**src/rtl/pong_score_keeper.sv**
```systemverilog
// Pong game-rule stage. Once per video frame it samples ball and right-paddle
// positions, detects paddle hits and right-edge misses, keeps a 3-digit BCD
// score plus a miss budget, and sequences IDLE -> SERVE_WAIT -> PLAY -> GAME_OVER.
//
// Ports:
//   clk, reset      pixel clock; synchronous active-high reset
//   frame_tick      one-cycle pulse per frame (vsync start)
//   ball_x_pos/y    ball centre; paddle_y_pos right paddle centre (10 bit)
//   start_btn       level, already synchronised
//   serve           one-cycle pulse: ball logic recentres and launches
//   play_active     high in PLAY;  game_over high in GAME_OVER
//   hit_pulse       one-cycle pulse per paddle hit
//   miss_pulse      one-cycle pulse per miss
//   score_bcd       three BCD digits, [11:8] hundreds
//   misses_left     remaining misses
// All outputs are registered; pulses follow the triggering sample by one cycle.
module pong_score_keeper #(
  parameter int PADDLE_X_LEFT      = 540,
  parameter int PADDLE_X_RIGHT     = 550,
  parameter int PADDLE_HALF        = 20,
  parameter int BALL_HALF          = 5,
  parameter int MISS_X             = 630,
  parameter int MAX_MISSES         = 3,
  parameter int SERVE_DELAY_FRAMES = 60
) (
  input  logic        clk,
  input  logic        reset,
  input  logic        frame_tick,
  input  logic [9:0]  ball_x_pos,
  input  logic [9:0]  ball_y_pos,
  input  logic [9:0]  paddle_y_pos,
  input  logic        start_btn,
  output logic        serve,
  output logic        play_active,
  output logic        hit_pulse,
  output logic        miss_pulse,
  output logic [11:0] score_bcd,
  output logic [1:0]  misses_left,
  output logic        game_over
);

  typedef enum logic [1:0] {IDLE, SERVE_WAIT, PLAY, GAME_OVER} state_t;

  localparam logic [1:0]  MISS_INIT  = 2'(MAX_MISSES);
  localparam logic [7:0]  SERVE_INIT = 8'(SERVE_DELAY_FRAMES);
  localparam logic [11:0] SCORE_MAX  = 12'h999;

  state_t      state, state_nx;
  logic [7:0]  cnt, cnt_nx;
  logic        armed, armed_nx;
  logic [11:0] score_nx;
  logic [1:0]  ml_nx;
  logic        serve_nx, hit_nx, miss_nx;

  // 11-bit zero-extended geometry so ball_x+BALL_HALF and |dy| never wrap
  logic [10:0] bx, by, py, bx_r, dy;
  logic        is_hit, is_miss, clear_x, start_go, serve_go;

  assign bx   = {1'b0, ball_x_pos};
  assign by   = {1'b0, ball_y_pos};
  assign py   = {1'b0, paddle_y_pos};
  assign bx_r = bx + 11'(BALL_HALF);
  assign dy   = (by >= py) ? (by - py) : (py - by);

  assign is_miss = (bx >= 11'(MISS_X));
  assign is_hit  = (bx_r >= 11'(PADDLE_X_LEFT)) && (bx <= 11'(PADDLE_X_RIGHT)) &&
                   (dy <= 11'(PADDLE_HALF + BALL_HALF)) && armed;
  // ball fully left of the paddle face: the next overlap counts as a new contact
  assign clear_x = (bx_r < 11'(PADDLE_X_LEFT));

  assign start_go = start_btn && (state == IDLE || state == GAME_OVER);
  // counter reading 1 on a tick means the delay has elapsed (<=1 guards a zero load)
  assign serve_go = (state == SERVE_WAIT) && frame_tick && (cnt <= 8'd1);

  // BCD +1 with digit carries, saturating at 999
  function automatic logic [11:0] bcd_inc(input logic [11:0] s);
    logic [3:0] d2, d1, d0;
    {d2, d1, d0} = s;
    if (s == SCORE_MAX) return s;
    if (d0 != 4'd9) return {d2, d1, d0 + 4'd1};
    if (d1 != 4'd9) return {d2, d1 + 4'd1, 4'd0};
    return {d2 + 4'd1, 8'h00};
  endfunction

  // state + registered outputs
  always_ff @(posedge clk) begin
    if (reset) begin
      state       <= IDLE;
      cnt         <= 8'd0;
      armed       <= 1'b1;
      score_bcd   <= 12'h000;
      misses_left <= MISS_INIT;
      serve       <= 1'b0;
      hit_pulse   <= 1'b0;
      miss_pulse  <= 1'b0;
      play_active <= 1'b0;
      game_over   <= 1'b0;
    end else begin
      state       <= state_nx;
      cnt         <= cnt_nx;
      armed       <= armed_nx;
      score_bcd   <= score_nx;
      misses_left <= ml_nx;
      serve       <= serve_nx;
      hit_pulse   <= hit_nx;
      miss_pulse  <= miss_nx;
      play_active <= (state_nx == PLAY);
      game_over   <= (state_nx == GAME_OVER);
    end
  end

  // next state
  always_comb begin
    state_nx = state;
    case (state)
      IDLE, GAME_OVER: if (start_btn) state_nx = SERVE_WAIT;
      SERVE_WAIT:      if (serve_go)  state_nx = PLAY;
      PLAY: begin
        if (frame_tick && is_miss)
          state_nx = (misses_left == 2'd1) ? GAME_OVER : SERVE_WAIT;
      end
      default:         state_nx = IDLE;
    endcase
  end

  // next values of the registered outputs and counters
  always_comb begin
    cnt_nx   = cnt;
    armed_nx = armed;
    score_nx = score_bcd;
    ml_nx    = misses_left;
    serve_nx = 1'b0;
    hit_nx   = 1'b0;
    miss_nx  = 1'b0;
    if (start_go) begin
      score_nx = 12'h000;
      ml_nx    = MISS_INIT;
      cnt_nx   = SERVE_INIT;
    end else if (state == SERVE_WAIT && frame_tick) begin
      if (serve_go) begin
        serve_nx = 1'b1;
        armed_nx = 1'b1;
        cnt_nx   = 8'd0;
      end else begin
        cnt_nx = cnt - 8'd1;
      end
    end else if (state == PLAY && frame_tick) begin
      // miss wins over a simultaneous hit
      if (is_miss) begin
        miss_nx = 1'b1;
        ml_nx   = misses_left - 2'd1;
        if (misses_left != 2'd1) cnt_nx = SERVE_INIT;
      end else if (is_hit) begin
        hit_nx   = 1'b1;
        armed_nx = 1'b0;
        score_nx = bcd_inc(score_bcd);
      end else if (clear_x) begin
        armed_nx = 1'b1;
      end
    end
  end

endmodule

```
**config.mk**
```make
export PLATFORM = sky130hd
export DESIGN_NAME = pong_score_keeper
export DESIGN_NICKNAME = d
export VERILOG_FILES = /design/src/rtl/pong_score_keeper.sv
export SDC_FILE = /design/constraint.sdc
export NUM_CORES = 1
export LEC_CHECK = 0
export BUFFER_PORTS_ARGS = -buffer_cell sky130_fd_sc_hd__buf_2
export CORE_MARGIN = 8
export CORE_UTILIZATION = 40
export DETAILED_ROUTE_END_ITERATION = 6
export SETUP_SLACK_MARGIN = 0.2
export SLEW_MARGIN = 20
export SYNTH_ARGS = -nofsm -noshare
export SYNTH_HDL_FRONTEND = slang
export SYNTH_SLANG_ARGS = --single-unit
```
**constraint.sdc**
```tcl
create_clock -name clk -period 3 [get_ports clk]
set_input_delay 0.6 -clock clk [delete_from_list [all_inputs] [get_ports clk]]
set_output_delay 0.6 -clock clk [all_outputs]
set_load 0.05 [all_outputs]
```
# Yosys cells after proc, flatten, opt, wreduce, memory -nomap -nowiden
# Index checks and enable logic that the tools add are counted.
[totals] out_inout_bits=19 register_bits=30 word_cells=120
[classes] reduce_logical=28 n_eq_ne=13 n_bitwise=4 magnitude_cmp=7 n_addsub=8 n_mux=48
[ops] operator="$mux W12" n=6
[ops] operator="$mux W8" n=5
[ops] operator="$mux W1" n=30
[ops] operator="$sub A10 B10 Y11" n=2
[ops] operator="$add A4 B1 Y4 const B" n=3
[ops] operator="$eq A12 B12 Y1 const B" n=1
[ops] operator="$ne A4 B4 Y1 const B" n=3
[ops] operator="$reduce_bool A3 Y1" n=4
[ops] operator="$add A10 B3 Y11 const B" n=1
[ops] operator="$ge A11 B10 Y1 const B" n=1
[ops] operator="$le A11 B5 Y1 const B" n=1
[ops] operator="$lt A11 B10 Y1 const B" n=1
[ops] operator="$mux W11" n=1
[ops] operator="$ge A10 B10 Y1" n=1
[ops] operator="$ge A10 B10 Y1 const B" n=1
[ops] operator="$le A10 B10 Y1 const B" n=1
[ops] operator="$reduce_and A5 Y1" n=2
[ops] operator="$reduce_and A3 Y1" n=3
[ops] operator="$eq A2 B2 Y1 const B" n=4
[ops] operator="$le A8 B1 Y1 const B" n=1
[ops] operator="$logic_and A1 B1 Y1" n=8
[ops] operator="$mux W2" n=4
[ops] operator="$sub A8 B1 Y8 const B" n=1
[ops] operator="$mux W6" n=1
[ops] operator="14 further kinds" n=22

# Logic depth before layout (Yosys ltp)
# Gate-level depths: netlist of run 1.
[depth] word_depth=26 ltp_mapped=13 ltp_nobuf=12

# Worst setup path after synthesis of run 1
# No wires, ideal clock.
[synth_timing] kind="in2reg" start="input port paddle_y_pos[0]" end="register score_bcd[4]" t_required_ns=2.929 arrival_time_ns=2.944 cell_stages=13 path_slack_ns=-0.014 setup_time_ns=0.071 path_cell_list="inv_1 > ha_1 > inv_1 > fa_1 > a211oi_2 > xnor2_1 > and3_1 > o22a_1 > nor4_4 > o2111ai_1 > buf_2 > or3_1 > a21oi_1"
[synth_via] elab_chain_len=6 word_cells_on_any_way=8
[synth_rtl] element="from (decl)" line_no="31" text="input logic [9:0] paddle_y_pos,"
[synth_rtl] element="$sub A10 B10 Y11 or $ge A10 B10 Y1 (tied branches)" line_no="63" text="assign dy = (by >= py) ? (by - py) : (py - by);"
[synth_rtl] element="$mux W11 (*)" line_no="63"
[synth_rtl] element="$le A11 B5 Y1 (*)" line_no="67" text="(dy <= 11'(PADDLE_HALF + BALL_HALF)) && armed;"
[synth_rtl] element="$logic_and A1 B1 Y1 (*)" line_no="66" text="assign is_hit = (bx_r >= 11'(PADDLE_X_LEFT)) && (bx <= 11'(PADDLE_X_RIGHT)) &&"
[synth_rtl] element="$logic_and A1 B1 Y1 (*)" line_no="67"
[synth_rtl] element="$reduce_and A4 Y1 (no source line) (*)"
[synth_rtl] element="to (signal assigned)" line_no="102" text="score_bcd <= score_nx;"
[synth_rtl] element="to (decl)" line_no="37" text="output logic [11:0] score_bcd,"
# Every way passes the cells marked *; elsewhere a longest branch is shown, timed or not.
# A chain may end at the register's enable or synchronous reset.

# Worst setup path after layout of run 1
[layout_timing] start="input port paddle_y_pos[0]" end="register score_bcd[6]"
# The elaborated chain is that of the path after synthesis.

==> results.json, run 1 <==
{
  "outcome": "finished clean",
  "nets": 518,
  "hp-start": "score_bcd[11]",
  "vdd_drop_max_mv": 0.301,
  "die_x_microns": 98.0,
  "cp_num_buf_inv": 3,
  "insertion_delay_ns": 0.28,
  "cts_hold_buf": 0,
  "drv_slew": 0,
  "avgViaCountPerCell": 5.32,
  "coreArea_sq_um": 6640,
  "drive_gt1_frac": 0.364,
  "antenna_cells": 0,
  "rsz0062_at_grt": "true",
  "numCtsBuffers": 5,
  "grt_use_total": 0.148,
  "ys_warn_count": 0,
  "syn-cell-area_sq_um": 2690,
  "grt_overflow": 0,
  "crit_path_start_kind": "input pin",
  "synth.most_common_cell": "inv_1",
  "r2r_cells": 12,
  "fin_util": 0.570,
  "async_flop_share": 0,
  "period_needed_ns": 2.89,
  "synth_commonest_cells": "43 x inv_1, 30 x a21oi_1, 30 x dfxtp_1, 30 x nand2_1, 29 x ha_1",
  "cpLargestDelayFamily": "simple AND/OR/NAND/NOR gates",
  "critPathArrivalTime_ns": 3.11,
  "crit_path_cell_trace": "buf_12 > inv_12 > ha_4 > inv_2 > fa_2 > a211oi_2 > xnor2_1 > and3_1 > o22a_1 > nor4_4 > o2111ai_4 > or4b_4 > a21oi_2",
  "antenna_found_initial": 0,
  "drt-wirelength-per-cell_microns": 13.8,
  "hold_end": "score_bcd[11]",
  "grt_start_max_net_pins": 12,
  "ys_seq_area_frac": 0.223,
  "syn_inst": 350,
  "ys_types": 57,
  "n_fill_cell": 627,
  "cts_num_sinks": 30,
  "r2r-end": "score_bcd[4]",
  "synth_nets": 415,
  "cts_tree": "done",
  "setup_tns_ns": 0,
  "critPathRequiredTime_ns": 3.21,
  "critPathKind": "input pin to flop",
  "r2r_start": "score_bcd[4]",
  "power_leakage_nw": 1.69,
  "crit_slowest_cell": "or4b_4",
  "synth_top_area_frac": 0.223,
  "powerDensity_nw_per_um2": 320,
  "die_h_microns": 98.0,
  "io_buffers": 52,
  "vias": 2833,
  "dieArea_sq_um": 9610,
  "grt_pass1_vias": 2819,
  "critPathMaxStageDelay_ns": 0.54,
  "synth_top_area_cell": "dfxtp_1",
  "crit_path_start": "paddle_y_pos[0]",
  "fp-row-count": 30,
  "grt_pass1_wl_microns": 12100,
  "fin_skew_ns": 0.00510,
  "dpl.hpwl_microns": 5660,
  "drtIter0Drc": 111,
  "relSlewSlack": 0.670,
  "synth_area_leaders": "dfxtp_1 22%, ha_1 13%, inv_1 6.0%",
  "period_share": 0.964,
  "post-route-drc-count": 0,
  "setup-violations-final": 0,
  "hold_viol_final": 0,
  "r2r_slack_ns": 0.48,
  "initial_utilization": 0.405,
  "routed_wirelength_microns": 7350,
  "ios": 53,
  "cts_buffer_depth": 2,
  "areaGrowthSynthToFinish_pct": 40.6,
  "critPathMaxFanout": 3,
  "end_kind": "flop",
  "synth_edf_count": 0,
  "hold_class": "flop to flop",
  "synth-seq-cells": 30,
  "ant_nets": 0,
  "drv_cap": 0,
  "hold_depth": 2,
  "syn_avg_cell_area_sq_um": 7.69,
  "gp_congestion": 0.845,
  "synth_ff_type": "dfxtp_1",
  "clk_pin_slew_ns": 0.06,
  "worst_pin_slew_ns": 0.496,
  "max_freq_ghz": 0.346,
  "h-tree-depth": 2,
  "clock-root-buffer": "clkbuf_8",
  "first_pass_iters": 4
}
layout make-up:
cell class	instances	area (sq um)	area share
Tap cell	80	100	0.0264
Timing Repair Buffer	104	677	0.179
Sequential cell	30	601	0.159
Clock buffer	7	76.3	0.0202
Multi-Input combinational cell	269	2160	0.570
Inverter	43	174	0.0460
cells in the final DEF, fill, tap and decap left out, drive strengths merged, types with 4 or more instances in the layout:
| cell type | n |
|---|---|
| o21ai | 17 |
| o21a | 5 |
| mux2i | 4 |
| xnor2 | 10 |
| inv | 43 |
| or2 | 5 |
| xor2 | 5 |
| nor3 | 9 |
| nand3b | 5 |
| buf | 104 |
| nand3 | 18 |
| nand2b | 7 |
| a211oi | 9 |
| a21oi | 32 |
| or4 | 4 |
| or3 | 6 |
| nand2 | 31 |
| clkbuf | 7 |
| ha | 29 |
| dfxtp | 30 |
| a21o | 4 |
| nor4 | 5 |
| nor2 | 23 |
through the flow:
step / total power [mW] / instance area, sq um / std cells / hold WS (ns) / setup slack, ns
6_report: 1.21 / 3780 / 533 / 0.493 / 0.107
5_1_grt: 1.28 / 3780 / 533 / 0.538 / 0.0338
4_1_cts: 1.19 / 3620 / 533 / 0.492 / 0.0489
3_5_place_dp: 0.855 / 3400 / 520 / 0.482 / -0.289
3_3_place_gp: 0.850 / 3400 / 520 / 0.473 / -0.216
2_1_floorplan: 0.697 / 2740 / 350 / 0.472 / 0.0677
state kept, by name, summed over array words and instances, names as in the netlist:
signal / count
cnt: 8
hit_pulse: 1
misses_left: 2
state: 2
miss_pulse: 1
armed: 1
play_active: 1
game_over: 1
serve: 1
score_bcd: 12
routing by layer:
metal	routed length [microns]	global-route usage	up-vias	share of wire
li1	-	-	1445	-
met4	150	0.0635	0	0.020
met1	3200	0.164	1311	0.44
met3	315	0.0341	13	0.043
met2	3680	0.265	64	0.50
met5	0	0	-	0
what timing repair did:
action | CTS | global route
setup endpoints to repair | 12 | 14
setup buffers | 6 | 0
pin swaps | 25 | 17
gates resized for setup | 20 | 26
cell families (layout without fill, tap and decap cells):
| group | Yosys count | after routing | share of synthesized area |
|---|---|---|---|
| compound gates | 94 | 94 | 0.242 |
| xor+xnor | 15 | 15 | 0.0488 |
| fa+ha+maj | 31 | 31 | 0.150 |
| buf+inv | 51 | 154 | 0.0776 |
| flops | 30 | 30 | 0.223 |
| mux | 4 | 4 | 0.0149 |
| simple gates | 125 | 125 | 0.244 |
worst max-delay path by stage:
stage	cells past startpoint	end
finish	13	score_bcd[6]
global route	14	score_bcd[6]
CTS	14	score_bcd[10]
detailed placement	14	score_bcd[1]
global placement	14	score_bcd[1]
floorplan	13	score_bcd[5]
power breakdown:
part	leakage, nW	switching (mW)	internal, mW
clock network	0.0383	0.148	0.159
registers	0.243	0.0118	0.411
logic	1.41	0.253	0.227
total	1.69	0.413	0.797
worst reg2reg max path: stages (launching register included):
cell	delay, ns
dfxtp_1	0.43
ha_1	0.21
nand2_1	0.08
or2_2	0.34
or4_1	0.55
nand3_1	0.12
nor2_1	0.09
o2111ai_4	0.12
buf_4	0.17
buf_6	0.10
buf_4	0.10
nand2_1	0.04
a21oi_1	0.13
No activity file was read; power rests on OpenSTA's default activity.
==> run 2, diff against run 1 <==
--- a/config.mk
+++ b/config.mk
@@ -9,6 +9,7 @@
 export CORE_MARGIN = 8
 export CORE_UTILIZATION = 40
 export DETAILED_ROUTE_END_ITERATION = 6
+export MAX_ROUTING_LAYER = met4
 export SETUP_SLACK_MARGIN = 0.2
 export SLEW_MARGIN = 20
 export SYNTH_ARGS = -nofsm -noshare
==> run 2 against run 1 <==
Effect of this change:
- fmax is 0.52% lower
- final area is 4.3% lower
- sequential power hardly changed
- largest power group unchanged
- first-iteration DRC count is 9.9% lower
- clock skew hardly changed
- clock power is 10% higher
- non-clock buffer count is 5 lower
==> results.json, run 2 (synthesized netlist as in run 1, its figures left out) <==
{
  "die_x_microns": 98.0,
  "initial_utilization": 0.405,
  "final_cell_mix": "51 x buf_2, 45 x buf_4, 41 x inv_1, 30 x nand2_1, 30 x dfxtp_1",
  "dieArea_sq_um": 9610,
  "ant_nets": 0,
  "numCtsBuffers": 5,
  "gp_congestion": 0.850,
  "fp-row-count": 30,
  "critPathArrivalTime_ns": 3.12,
  "powerDensity_nw_per_um2": 335,
  "relSlewSlack": 0.615,
  "coreArea_sq_um": 6640,
  "dpl.hpwl_microns": 5760,
  "vias": 2853,
  "drv_slew": 0,
  "crit_slowest_cell": "or4b_1",
  "fin_skew_ns": 0.00515,
  "period_share": 0.970,
  "end_kind": "flop",
  "r2r_slack_ns": 0.55,
  "vdd_drop_max_mv": 0.254,
  "final_common_cell": "buf_2",
  "endpoint": "score_bcd[6]",
  "drtIter0Drc": 100,
  "ios": 53,
  "grt_overflow": 0,
  "clock-root-buffer": "clkbuf_8",
  "fin_util": 0.545,
  "largestRegisters": "score_bcd x12, cnt x8",
  "io_buffers": 52,
  "insertion_delay_ns": 0.29,
  "avgViaCountPerCell": 5.39,
  "drive_gt1_frac": 0.318,
  "grt_pass1_wl_microns": 12300,
  "largest_reg_flops": 12,
  "routed_wirelength_microns": 7260,
  "cp.depth": 13,
  "top_register": "score_bcd",
  "fin_area_sq_um": 3620,
  "cts_hold_buf": 0,
  "period_needed_ns": 2.91,
  "power_leakage_nw": 1.65,
  "cp_num_buf_inv": 3,
  "crit_path_cell_trace": "buf_12 > inv_12 > ha_4 > inv_2 > fa_2 > a211oi_2 > xnor2_1 > and3_1 > o22a_1 > nor4_4 > o2111ai_2 > or4b_1 > a21oi_2",
  "placed_area_sq_um": 3400,
  "critPathKind": "input pin to flop",
  "drt-wirelength-per-cell_microns": 13.7,
  "r2r_start": "state[1]",
  "max_freq_ghz": 0.344,
  "timing.hold.ws_ns": 0.499,
  "die_h_microns": 98.0,
  "crit_path_start": "paddle_y_pos[0]",
  "post-place-cells": 520,
  "cts_tree": "done",
  "antenna_cells": 0,
  "critPathRequiredTime_ns": 3.21,
  "areaGrowthSynthToFinish_pct": 34.6,
  "h-tree-depth": 2,
  "cpLargestDelayFamily": "simple AND/OR/NAND/NOR gates",
  "rsz0062_at_grt": "true",
  "grt_use_total": 0.156,
  "cts_buffer_depth": 2,
  "post-route-drc-count": 0,
  "setup-violations-final": 0,
  "cts_num_sinks": 30,
  "drv_cap": 0,
  "p_total_mw": 1.21,
  "critPathMaxStageDelay_ns": 0.54,
  "instances_no_fill": 529,
  "r2r-end": "score_bcd[6]",
  "r2r_cells": 8,
  "first_pass_iters": 4,
  "clk_pin_slew_ns": 0.06,
  "grt_pass1_vias": 2867,
  "worst_pin_slew_ns": 0.569,
  "nets": 513,
  "crit_path_start_kind": "input pin",
  "outcome": "finished clean",
  "antenna_found_initial": 0,
  "hold_viol_final": 0,
  "hold_class": "flop to flop",
  "grt_start_max_net_pins": 12,
  "critPathMaxFanout": 3
}
[run 2: changes by cell type in the layout (fill, tap and decap cells not counted), sizes merged]
cell	before	now
buf	104	99
clkinv	0	1
[run 2: timing repair]
| action | in CTS | in global routing |
|---|---|---|
| pin swaps | 8 | 7 |
| endpoints found under the setup margin | 12 | 13 |
| setup buffers | 1 | 0 |
| resized for setup | 13 | 8 |
[run 2: worst min path at each step]
stage,from,end,slack [ns],cells past startpoint
after global routing,misses_left[1],misses_left[1],0.52,2
after floorplan,armed,armed,0.47,2
final,misses_left[1],misses_left[1],0.50,2
after CTS,score_bcd[11],score_bcd[11],0.50,2
after global placement,score_bcd[11],score_bcd[11],0.47,2
after detailed placement,misses_left[1],misses_left[1],0.49,2
[run 2: final cells by class]
class                   count  area, sq um
multi-input cells         269         2020
well taps                  80          100
flip-flops and latches     30          601
inverters                  43          174
repair buffers             99          636
clock inverters             1         5.00
clock buffers               7         86.3
fillers                   663         3020
[run 2: power breakdown]
part	switching, mW	internal, mW	leakage [nW]
registers	0.0119	0.411	0.243
logic	0.238	0.213	1.35
clock network	0.155	0.185	0.0482
[run 2: metal layers]
layer / GRT usage / vias up / share of wire
li1: - / 1437 / -
met1: 0.166 / 1344 / 0.44
met2: 0.273 / 60 / 0.50
met3: 0.0363 / 12 / 0.037
met4: 0.0624 / 0 / 0.020
met5: - / - / 0
[run 2: tightest hold or removal path: cells and delay by family (launching register included)]
kind	cells	cell delay [ns]
DFF	1	0.34
muxes	1	0.08
and+or+nand+nor	1	0.06
[run 2: metrics by stage]
| stage | setup WS [ns] | TNS [ns] |
|---|---|---|
| 2_1_floorplan | 0.0677 | 0 |
| 3_5_place_dp | -0.258 | -2.45 |
| 5_1_grt | -0.0353 | -0.0855 |
| 4_1_cts | 0.0818 | 0 |
| 6_report | 0.0915 | 0 |
| 3_3_place_gp | -0.216 | -1.85 |
==> run 3, diff against run 2 <==
--- a/config.mk
+++ b/config.mk
@@ -10,7 +10,7 @@
 export CORE_UTILIZATION = 40
 export DETAILED_ROUTE_END_ITERATION = 6
 export MAX_ROUTING_LAYER = met4
-export SETUP_SLACK_MARGIN = 0.2
+export SETUP_SLACK_MARGIN = 0.02
 export SLEW_MARGIN = 20
 export SYNTH_ARGS = -nofsm -noshare
 export SYNTH_HDL_FRONTEND = slang
==> run 3 against run 2 <==
Effect of this change:
- sequential share of layout area shrank 0.097 points
- worst setup slack lost 0.086 ns
- die area is the same
- via count shrank 3.2%
- fmax shrank 2.9%
- combinational power shrank 2%
- total power grew 2.9%
- non-clock buffer count is the same
- critical path type unchanged
==> results.json, run 3 (synthesized netlist as in run 1, its figures left out) <==
{
  "outcome": "finished clean",
  "drv_slew": 0,
  "h-tree-depth": 2,
  "final_cell_mix": "51 x buf_2, 45 x buf_4, 41 x inv_1, 30 x nand2_1, 30 x dfxtp_1",
  "endpoint": "score_bcd[6]",
  "largestRegisters": "score_bcd x12, cnt x8",
  "hold_viol_final": 0,
  "max_freq_ghz": 0.334,
  "ant_nets": 0,
  "rsz0062_at_grt": "true",
  "die_h_microns": 98.0,
  "clock-root-buffer": "clkbuf_8",
  "power.internal_uw": 847,
  "dpl.hpwl_microns": 5750,
  "setup-violations-final": 0,
  "critPathKind": "input pin to flop",
  "seqPwrFrac": 0.339,
  "r2r-end": "score_bcd[1]",
  "hold_class": "flop to flop",
  "cts_hold_buf": 0,
  "period_share": 0.998,
  "nets": 513,
  "fin_skew_ns": 0.00591,
  "p_total_mw": 1.25,
  "critPathArrivalTime_ns": 3.21,
  "p_sw_frac": 0.322,
  "insertion_delay_ns": 0.28,
  "cts_num_sinks": 30,
  "fin_util": 0.548,
  "ios": 53,
  "avgViaCountPerCell": 5.22,
  "gp_congestion": 0.890,
  "post-place-cells": 518,
  "die_x_microns": 98.0,
  "instances_no_fill": 529,
  "powerDensity_nw_per_um2": 342,
  "worst_pin_slew_ns": 0.568,
  "relSlewSlack": 0.616,
  "r2r_cells": 10,
  "largest_reg_flops": 12,
  "grt_start_max_net_pins": 12,
  "antenna_cells": 0,
  "first_pass_iters": 6,
  "initial_utilization": 0.405,
  "areaGrowthSynthToFinish_pct": 35.4,
  "vias": 2762,
  "final_common_cell": "buf_2",
  "coreArea_sq_um": 6640,
  "drive_gt1_frac": 0.332,
  "period_needed_ns": 2.99,
  "post-route-drc-count": 0,
  "io_buffers": 52,
  "top_register": "score_bcd",
  "grt_use_total": 0.155,
  "end_kind": "flop",
  "grt_pass1_vias": 2810,
  "timing.hold.ws_ns": 0.487,
  "cts_tree": "done",
  "pwr-share-clk": 0.308,
  "clk_pin_slew_ns": 0.06,
  "r2r_start": "state[0]",
  "setup_tns_ns": 0,
  "critPathMaxFanout": 4,
  "vdd_drop_max_mv": 0.269,
  "crit_path_start_kind": "input pin",
  "routed_wirelength_microns": 7230,
  "critPathRequiredTime_ns": 3.21,
  "dieArea_sq_um": 9610,
  "drtIter0Drc": 65,
  "cts_buffer_depth": 2,
  "antenna_found_initial": 0,
  "pwr-share-comb": 0.353,
  "numCtsBuffers": 5,
  "drt-wirelength-per-cell_microns": 13.7,
  "grt_overflow": 0,
  "crit_path_start": "paddle_y_pos[0]",
  "drv_cap": 0,
  "power_leakage_nw": 1.64,
  "r2r_slack_ns": 0.55,
  "grt_pass1_wl_microns": 12400,
  "power.switching_uw": 401,
  "fp-row-count": 30,
  "n_fill_cell": 643
}
-- run 3: power by group through the flow --
stage	Combinational [mW]	Clock [mW]	Sequential [mW]
2_1_floorplan	0.262	0	0.430
3_3_place_gp	0.411	0	0.431
3_5_place_dp	0.417	0	0.431
4_1_cts	0.421	0.395	0.422
5_1_grt	0.491	0.412	0.425
6_report	0.441	0.384	0.422
-- run 3: worst max-delay path, cell delays in order --
cell and delay [ns]:
buf_8 0.10, inv_4 0.05, ha_4 0.12, inv_2 0.03
fa_2 0.37, a211oi_2 0.25, xnor2_1 0.09, and3_1 0.14
o22a_1 0.22, nor4_4 0.36, o2111ai_4 0.19, or4b_4 0.55
a21oi_2 0.12
-- run 3: per-layer routing --
| metal | GRT usage | vias to the layer above | share of wire |
|---|---|---|---|
| li1 | - | 1439 | - |
| met1 | 0.181 | 1263 | 0.46 |
| met2 | 0.259 | 50 | 0.49 |
| met3 | 0.0313 | 10 | 0.040 |
| met4 | 0.0516 | 0 | 0.013 |
| met5 | - | - | 0 |
-- run 3: how the worst min path moves through the flow --
stage | slack (ns) | from | depth (start not counted) | end
2_1_floorplan | 0.47 | armed | 2 | armed
3_3_place_gp | 0.47 | score_bcd[11] | 2 | score_bcd[11]
3_5_place_dp | 0.48 | score_bcd[11] | 2 | score_bcd[11]
4_1_cts | 0.49 | score_bcd[11] | 2 | score_bcd[11]
5_1_grt | 0.53 | score_bcd[11] | 2 | score_bcd[11]
6_report | 0.49 | score_bcd[11] | 2 | score_bcd[11]
-- run 3: final cells by class --
cell class	count	area, sq um	area share
inverter	43	164	0.0450
multi-input combinational	269	2040	0.559
sequential	30	601	0.165
tap	80	100	0.0275
clock buffer	8	110	0.0302
timing repair buffer	99	631	0.173
-- run 3: what timing repair did --
item / 4_1_cts / 5_1_grt
gates resized for setup: 1 / 33
endpoints found under the setup margin: 2 / 11
buffers inserted: 0 / 3
pin swaps: 0 / 20
-- run 3: through the flow --
step / worst slack, ns / instance area, sq um
6_report: 0.00529 / 3640
4_1_cts: 0.0422 / 3450
3_3_place_gp: -0.151 / 3340
2_1_floorplan: 0.0488 / 2690
5_1_grt: -0.118 / 3640
3_5_place_dp: -0.289 / 3340
